### config.mk
export PLATFORM = sky130hd
export DESIGN_NAME = fir_coeff_sequencer
export DESIGN_NICKNAME = d
export VERILOG_FILES = /design/src/rtl/fir_seq_pkg.sv /design/src/rtl/fir_seq_addr_map.sv /design/src/rtl/fir_coeff_sequencer.sv
export SDC_FILE = /design/constraint.sdc
export NUM_CORES = 1
export LEC_CHECK = 0
export ABC_AREA = 1
export BUFFER_PORTS_ARGS = -buffer_cell sky130_fd_sc_hd__buf_2
export CAP_MARGIN = 30
export CORE_ASPECT_RATIO = 1.75
export CORE_UTILIZATION = 34
export DETAILED_ROUTE_END_ITERATION = 6
export PLACE_DENSITY = 0.57
export SETUP_SLACK_MARGIN = 0.05
export SLEW_MARGIN = 20
export SYNTH_ARGS = -nofsm -noshare
export SYNTH_HDL_FRONTEND = slang
export SYNTH_SLANG_ARGS = --single-unit
### constraint.sdc
create_clock -name iClk_12M -period 1.7 [get_ports iClk_12M]
set_input_delay 0.085 -clock iClk_12M [delete_from_list [all_inputs] [get_ports iClk_12M]]
set_output_delay 0.085 -clock iClk_12M [all_outputs]
set_load 0.02 [all_outputs]
### src/rtl/fir_seq_pkg.sv
// Shared constants and state encoding for the FIR coefficient sequencer.
package fir_seq_pkg;
   localparam int NUM_TAPS = 12;
   localparam int READ_LEN = 10;
   localparam int NEG_LAST = 8;
   localparam int TAP_W    = 6;

   typedef enum logic [2:0] {
      S_IDLE,
      S_ENTER,
      S_ARM,
      S_LOAD,
      S_HOLD,
      S_RD_ARM,
      S_READ,
      S_WAIT
   } seqState_t;
endpackage

### src/rtl/fir_seq_addr_map.sv
// Tap index to SRAM address map: odd taps and tap 12 go to RAM1 (pos),
// even taps up to 10 go to RAM2 (neg). Index 0 maps to nothing.
module fir_seq_addr_map
   import fir_seq_pkg::*;
(
   input  logic [TAP_W-1:0] tapIdx,
   output logic             ramSel,
   output logic [3:0]       addrPos,
   output logic [3:0]       addrNeg
);
   always_comb begin
      ramSel  = !tapIdx[0] && (tapIdx != '0) && (tapIdx <= TAP_W'(NUM_TAPS - 2));
      // (k-1)/2 for odd k and 12/2 = 6 for the last tap share one shift
      addrPos = ramSel ? 4'd0 : 4'(tapIdx >> 1);
      addrNeg = ramSel ? 4'((tapIdx >> 1) - TAP_W'(1)) : 4'd0;
   end
endmodule

### src/rtl/fir_coeff_sequencer.sv
// Bus sequencer driving the FIR controller through coefficient load and
// per-sample SRAM read bursts. Define FIR_SEQ_MISS_EN for the sticky miss flag.
module fir_coeff_sequencer
   import fir_seq_pkg::*;
#(
   parameter int COEFF_W = 16
) (
   input  logic               iClk_12M,
   input  logic               iRsn,
   input  logic               iEnSample_600k,
   input  logic               iUpdateReq,
   input  logic               iCoeffValid,
   input  logic [COEFF_W-1:0] iCoeffData,
   output logic               oCoeffReady,
   output logic               oCoeffiUpdateFlag,
   output logic               oCsnRam,
   output logic               oWrnRam,
   output logic [3:0]         oAddrRam_pos,
   output logic [3:0]         oAddrRam_neg,
   output logic [COEFF_W-1:0] oWrDtRam,
   output logic [TAP_W-1:0]   oNumOfCoeff,
   output logic               oLoaded,
   output logic               oSampleMiss
);
   seqState_t          state, nextState;
   logic [3:0]         cnt, cntNext;
   logic [3:0]         rdIdx, rdNext;
   logic               pending, pendNext;
   logic               loadedNext;
   logic               flagN, csnN, wrnN, readyN;
   logic [3:0]         posN, negN;
   logic [COEFF_W-1:0] dataN;
   logic [TAP_W-1:0]   numN;

   logic               handshake;
   logic [TAP_W-1:0]   tapIdx;
   logic               mapSel;
   logic [3:0]         mapPos, mapNeg;

   assign handshake = iCoeffValid && oCoeffReady && (state == S_ARM || state == S_LOAD);
   assign tapIdx    = handshake ? TAP_W'(cnt) + TAP_W'(1) : '0;

   fir_seq_addr_map uAddrMap (
      .tapIdx  (tapIdx),
      .ramSel  (mapSel),
      .addrPos (mapPos),
      .addrNeg (mapNeg)
   );

   always_comb begin
      nextState  = state;
      cntNext    = cnt;
      rdNext     = rdIdx;
      pendNext   = pending;
      loadedNext = oLoaded;
      flagN      = 1'b0;
      csnN       = 1'b1;
      wrnN       = 1'b1;
      readyN     = 1'b0;
      posN       = 4'd0;
      negN       = 4'd0;
      dataN      = '0;
      numN       = '0;

      case (state)
         S_IDLE:   if (iUpdateReq) nextState = S_ARM;
         S_ENTER:  nextState = S_ARM;
         S_ARM:    nextState = S_LOAD;
         S_LOAD:   if (oNumOfCoeff == TAP_W'(NUM_TAPS)) begin
                      nextState  = S_HOLD;
                      loadedNext = 1'b0;
                   end
         S_HOLD:   if (iEnSample_600k) begin
                      nextState  = S_RD_ARM;
                      loadedNext = 1'b1;
                   end
         S_RD_ARM: begin
                      nextState = S_READ;
                      rdNext    = 4'd0;
                   end
         S_READ:   if (rdIdx == 4'(READ_LEN - 1))
                      nextState = (pending || iUpdateReq) ? S_ENTER : S_WAIT;
                   else
                      rdNext = rdIdx + 4'd1;
         S_WAIT:   if (iUpdateReq)          nextState = S_ENTER;
                   else if (iEnSample_600k) nextState = S_RD_ARM;
         default:  nextState = S_IDLE;
      endcase

      if (handshake) cntNext = cnt + 4'd1;

      if (nextState == S_ENTER)
         pendNext = 1'b0;
      else if (iUpdateReq && (state == S_RD_ARM || state == S_READ))
         pendNext = 1'b1;

      // outputs are decoded from the upcoming state so they land registered
      case (nextState)
         S_ENTER: begin
            flagN = 1'b1;
            wrnN  = 1'b0;
         end
         S_ARM: begin
            flagN   = 1'b1;
            csnN    = 1'b0;
            wrnN    = 1'b0;
            readyN  = 1'b1;
            cntNext = 4'd0;
         end
         S_LOAD: begin
            flagN  = 1'b1;
            csnN   = 1'b0;
            wrnN   = 1'b0;
            readyN = (cntNext < 4'(NUM_TAPS));
            if (handshake) begin
               numN  = tapIdx;
               dataN = iCoeffData;
               posN  = mapSel ? 4'd0 : mapPos;
               negN  = mapSel ? mapNeg : 4'd0;
            end
         end
         S_HOLD: begin
            flagN = 1'b1;
            csnN  = 1'b0;
            wrnN  = 1'b0;
         end
         S_RD_ARM: csnN = 1'b0;
         S_READ: begin
            csnN = (rdNext == 4'(READ_LEN - 1));
            posN = rdNext;
            negN = (rdNext > 4'(NEG_LAST)) ? 4'(NEG_LAST) : rdNext;
         end
         default: ;
      endcase
   end

   always_ff @(posedge iClk_12M) begin
      if (!iRsn) begin
         state             <= S_IDLE;
         cnt               <= '0;
         rdIdx             <= '0;
         pending           <= 1'b0;
         oLoaded           <= 1'b0;
         oCoeffiUpdateFlag <= 1'b0;
         oCsnRam           <= 1'b1;
         oWrnRam           <= 1'b1;
         oCoeffReady       <= 1'b0;
         oAddrRam_pos      <= '0;
         oAddrRam_neg      <= '0;
         oWrDtRam          <= '0;
         oNumOfCoeff       <= '0;
      end else begin
         state             <= nextState;
         cnt               <= cntNext;
         rdIdx             <= rdNext;
         pending           <= pendNext;
         oLoaded           <= loadedNext;
         oCoeffiUpdateFlag <= flagN;
         oCsnRam           <= csnN;
         oWrnRam           <= wrnN;
         oCoeffReady       <= readyN;
         oAddrRam_pos      <= posN;
         oAddrRam_neg      <= negN;
         oWrDtRam          <= dataN;
         oNumOfCoeff       <= numN;
      end
   end

`ifdef FIR_SEQ_MISS_EN
   logic missEvt;

   always_comb begin
      missEvt = 1'b0;
      if (iEnSample_600k) begin
         case (state)
            S_RD_ARM, S_READ, S_ENTER, S_ARM, S_LOAD: missEvt = 1'b1;
            S_WAIT:  missEvt = iUpdateReq;
            default: missEvt = 1'b0;
         endcase
      end
   end

   // a strobe dropped on the way into ARM still wins over the clear
   always_ff @(posedge iClk_12M) begin
      if (!iRsn)                   oSampleMiss <= 1'b0;
      else if (missEvt)            oSampleMiss <= 1'b1;
      else if (nextState == S_ARM) oSampleMiss <= 1'b0;
   end
`else
   assign oSampleMiss = 1'b0;
`endif
endmodule

==> results.cfg <==
[status]
status = complete, but fails checks
failed_checks = hold timing

[power]
leakage_uw = 0.00145
power_density_nw_per_um2 = 698
peakVddDrop_mv = 0.490

[floorplanning]
start_util = 0.353
rows = 36
boundaryPins = 57
die_h_um = 102
die_width_um = 59.4
dieArea_um2 = 6080
coreArea_um2 = 5540

[clock_network]
clock_path_buffers = 2
numClockSinks = 46
cts_made_buffers = 5
root_buffer = clkbuf_8
cts_tree = yes
clk_latency_ps = 300
path_clk_slew_ps = 90
htree_levels = 2

[sta]
fin_worst_skew_ps = 8.62
period_needed_ps = 1670
holdWs_ps = -2.28
hold_viol_final = 1
fmax_mhz = 598
tns_ps = 0
relSlewSlack = 0.582
finalMaxSlewViolations = 0
rsz0062_at_grt = yes
finalSetupViolations = 0
fin_crit_sh = 0.983
setup_ws_ps = 28.3
tightest_slew_ps = 624

[worst_setup_path]
cp-startpoint = cnt[0]$_SDFFE_PP0N_
worstSetupStartpointType = register
crit_family = simple AND/OR/NAND/NOR gates
r2r-start = cnt[0]$_SDFFE_PP0N_
worstSetupEndpointType = register
crit_cells = 10
r2r_slack_ps = 30
path_class = reg -> reg
worstPathCellList = ha_4 -> inv_2 -> nor2_4 -> inv_2 -> ha_4 -> nand3b_1 -> nor2_2 -> nor2_4 -> nand3_2 -> a21oi_1
timing.rr.end = oAddrRam_neg[2]$_SDFF_PN0_
worstRegToRegCells = 10
max_stage_delay_ps = 370
cp_slowest_cell = dfxtp_4
path_buf_inv = 2
crit_path_max_fanout = 3
crit_required_ps = 1890
arrival_ps = 1860
endpoint = oAddrRam_neg[2]$_SDFF_PN0_

[drt]
detailroute.via_count = 1896
drtIter0Drc = 70
routedWlPerCell_um = 11.3
dr.pass1.iters = 4
drc = 0
routed_wl_mm = 4.90
via_per_inst = 4.36
detail-route-antenna-nets = 0

[synthesis]
ys_ff_latch = 46
avgSynthCellArea_um2 = 7.36
yosys_warnings = 0
seq_area_frac_synth = 0.470
syn-cell-area_um2 = 1960
yosysUniqueCellTypes = 27
syn_inst = 266

[cells_and_area]
layout-drive-gt1-share = 0.351
nets = 383
final_cell_mix = buf_2, inv_1, nor2_1, nand2_1, dfxtp_1
diodes = 0
syn2layout_area_growth_pct = 45.1
fillers = 560
final_common_cell = buf_2

[global_route]
grt_pass1_vias = 1741
grt_max_degree = 21
antenna_found_initial = 0
grt_overflow = 0
grt_usage = 0.169
grt_pass1_wl_mm = 7.63

[place]
hpwl_mm = 3.52
gp_congestion = 0.868
port_buffers = 54
place_ws_ps = -4.84

[min_path]
hp-class = in -> reg
whs_path_depth = 3

[job]
cap_violations = 0
tightest hold or removal path, delay by kind of cell:
kind,cells,cell delay [ps]
buf+inv,2,130
simple gates,1,40
cell usage after synthesis, drive strengths merged:
master	count	area, µm²
nand3	21	115
nor2	53	223
nand4	7	43.8
buf	4	25.0
nor3	3	20.0
xor2	2	17.5
nand2	46	185
a31oi	2	12.5
o21bai	1	11.3
dfxtp	46	921
o21ai	10	57.6
ha	4	50.1
conb	1	3.75
inv	51	191
nand3b	3	22.5
a21oi	11	55.1
clkbuf	1	3.75
routing by layer:
layer,wire length (µm),part of all wire,track usage
met5,0,0,0
met4,93,0.019,0.0714
met3,179,0.037,0.0342
met2,2750,0.56,0.323
met1,1880,0.38,0.168
cells by family after synthesis:
logic type                 after synthesis  synth area share
AOI/OAI and AO/OA                       24            0.0696
other                                    1           0.00192
buffers and inverters                   56             0.112
xor gates and xnor gates                 2           0.00895
adders and majority gates                4            0.0256
and+or+nand+nor                        133             0.311
DFF                                     46             0.470
per-stage QoR:
step	hold WS (ps)	util	std cells	instance area, µm²	total power (µW)
global route	12.1	0.513	435	2840	2060
floorplan	154	-	267	1970	1210
detailed placement	304	0.441	408	2440	1270
finish	-2.28	0.513	435	2840	1980
global placement	298	0.441	408	2440	1270
CTS	0.529	0.493	434	2730	2000
state kept, by name, summed over array words and instances (netlist names):
| register | cells |
|---|---|
| cnt | 4 |
| rdIdx | 4 |
| oLoaded | 1 |
| oWrDtRam | 16 |
| oWrnRam | 1 |
| oCsnRam | 1 |
| oNumOfCoeff | 5 |
| oCoeffiUpdateFlag | 1 |
| oAddrRam_pos | 4 |
| state | 3 |
| oAddrRam_neg | 4 |
| oCoeffReady | 1 |
| pending | 1 |
worst min-delay path by stage:
stage	start	end	slack (ps)
2_1_floorplan	iRsn	oWrnRam$_SDFF_PN1_	150
3_3_place_gp	iCoeffData[7]	oWrDtRam[7]$_SDFF_PN0_	300
3_5_place_dp	iCoeffData[9]	oWrDtRam[9]$_SDFF_PN0_	300
4_1_cts	iCoeffData[6]	oWrDtRam[6]$_SDFF_PN0_	0.5
5_1_grt	iRsn	oWrnRam$_SDFF_PN1_	10
6_report	iCoeffData[6]	oWrDtRam[6]$_SDFF_PN0_	-2
where the power goes:
part	total [µW]	internal, µW	leakage [µW]	switching (µW)
logic	183	81.7	0.00102	101
clock network	701	327	0.0000472	374
registers	1100	1090	0.000375	8.54
what timing repair did:
item | in CTS | in global routing
setup buffers | 3 | 1
hold buffers | 15 | 0
resized for setup | 7 | 25
pin swaps | 5 | 8
setup endpoints to repair | 5 | 14
hold endpoints to repair | 15 | 0
gates cloned | 0 | 0
area by class of cell:
type,count,area (µm²),area share
Timing Repair Buffer,89,583,0.205
Inverter,51,194,0.0683
Clock inverter,2,12.5,0.00440
Sequential cell,46,932,0.328
Multi-Input combinational cell,165,942,0.332
Tap cell,76,95.1,0.0335
Clock buffer,6,82.6,0.0291
(Power assumes the default switching activity.)
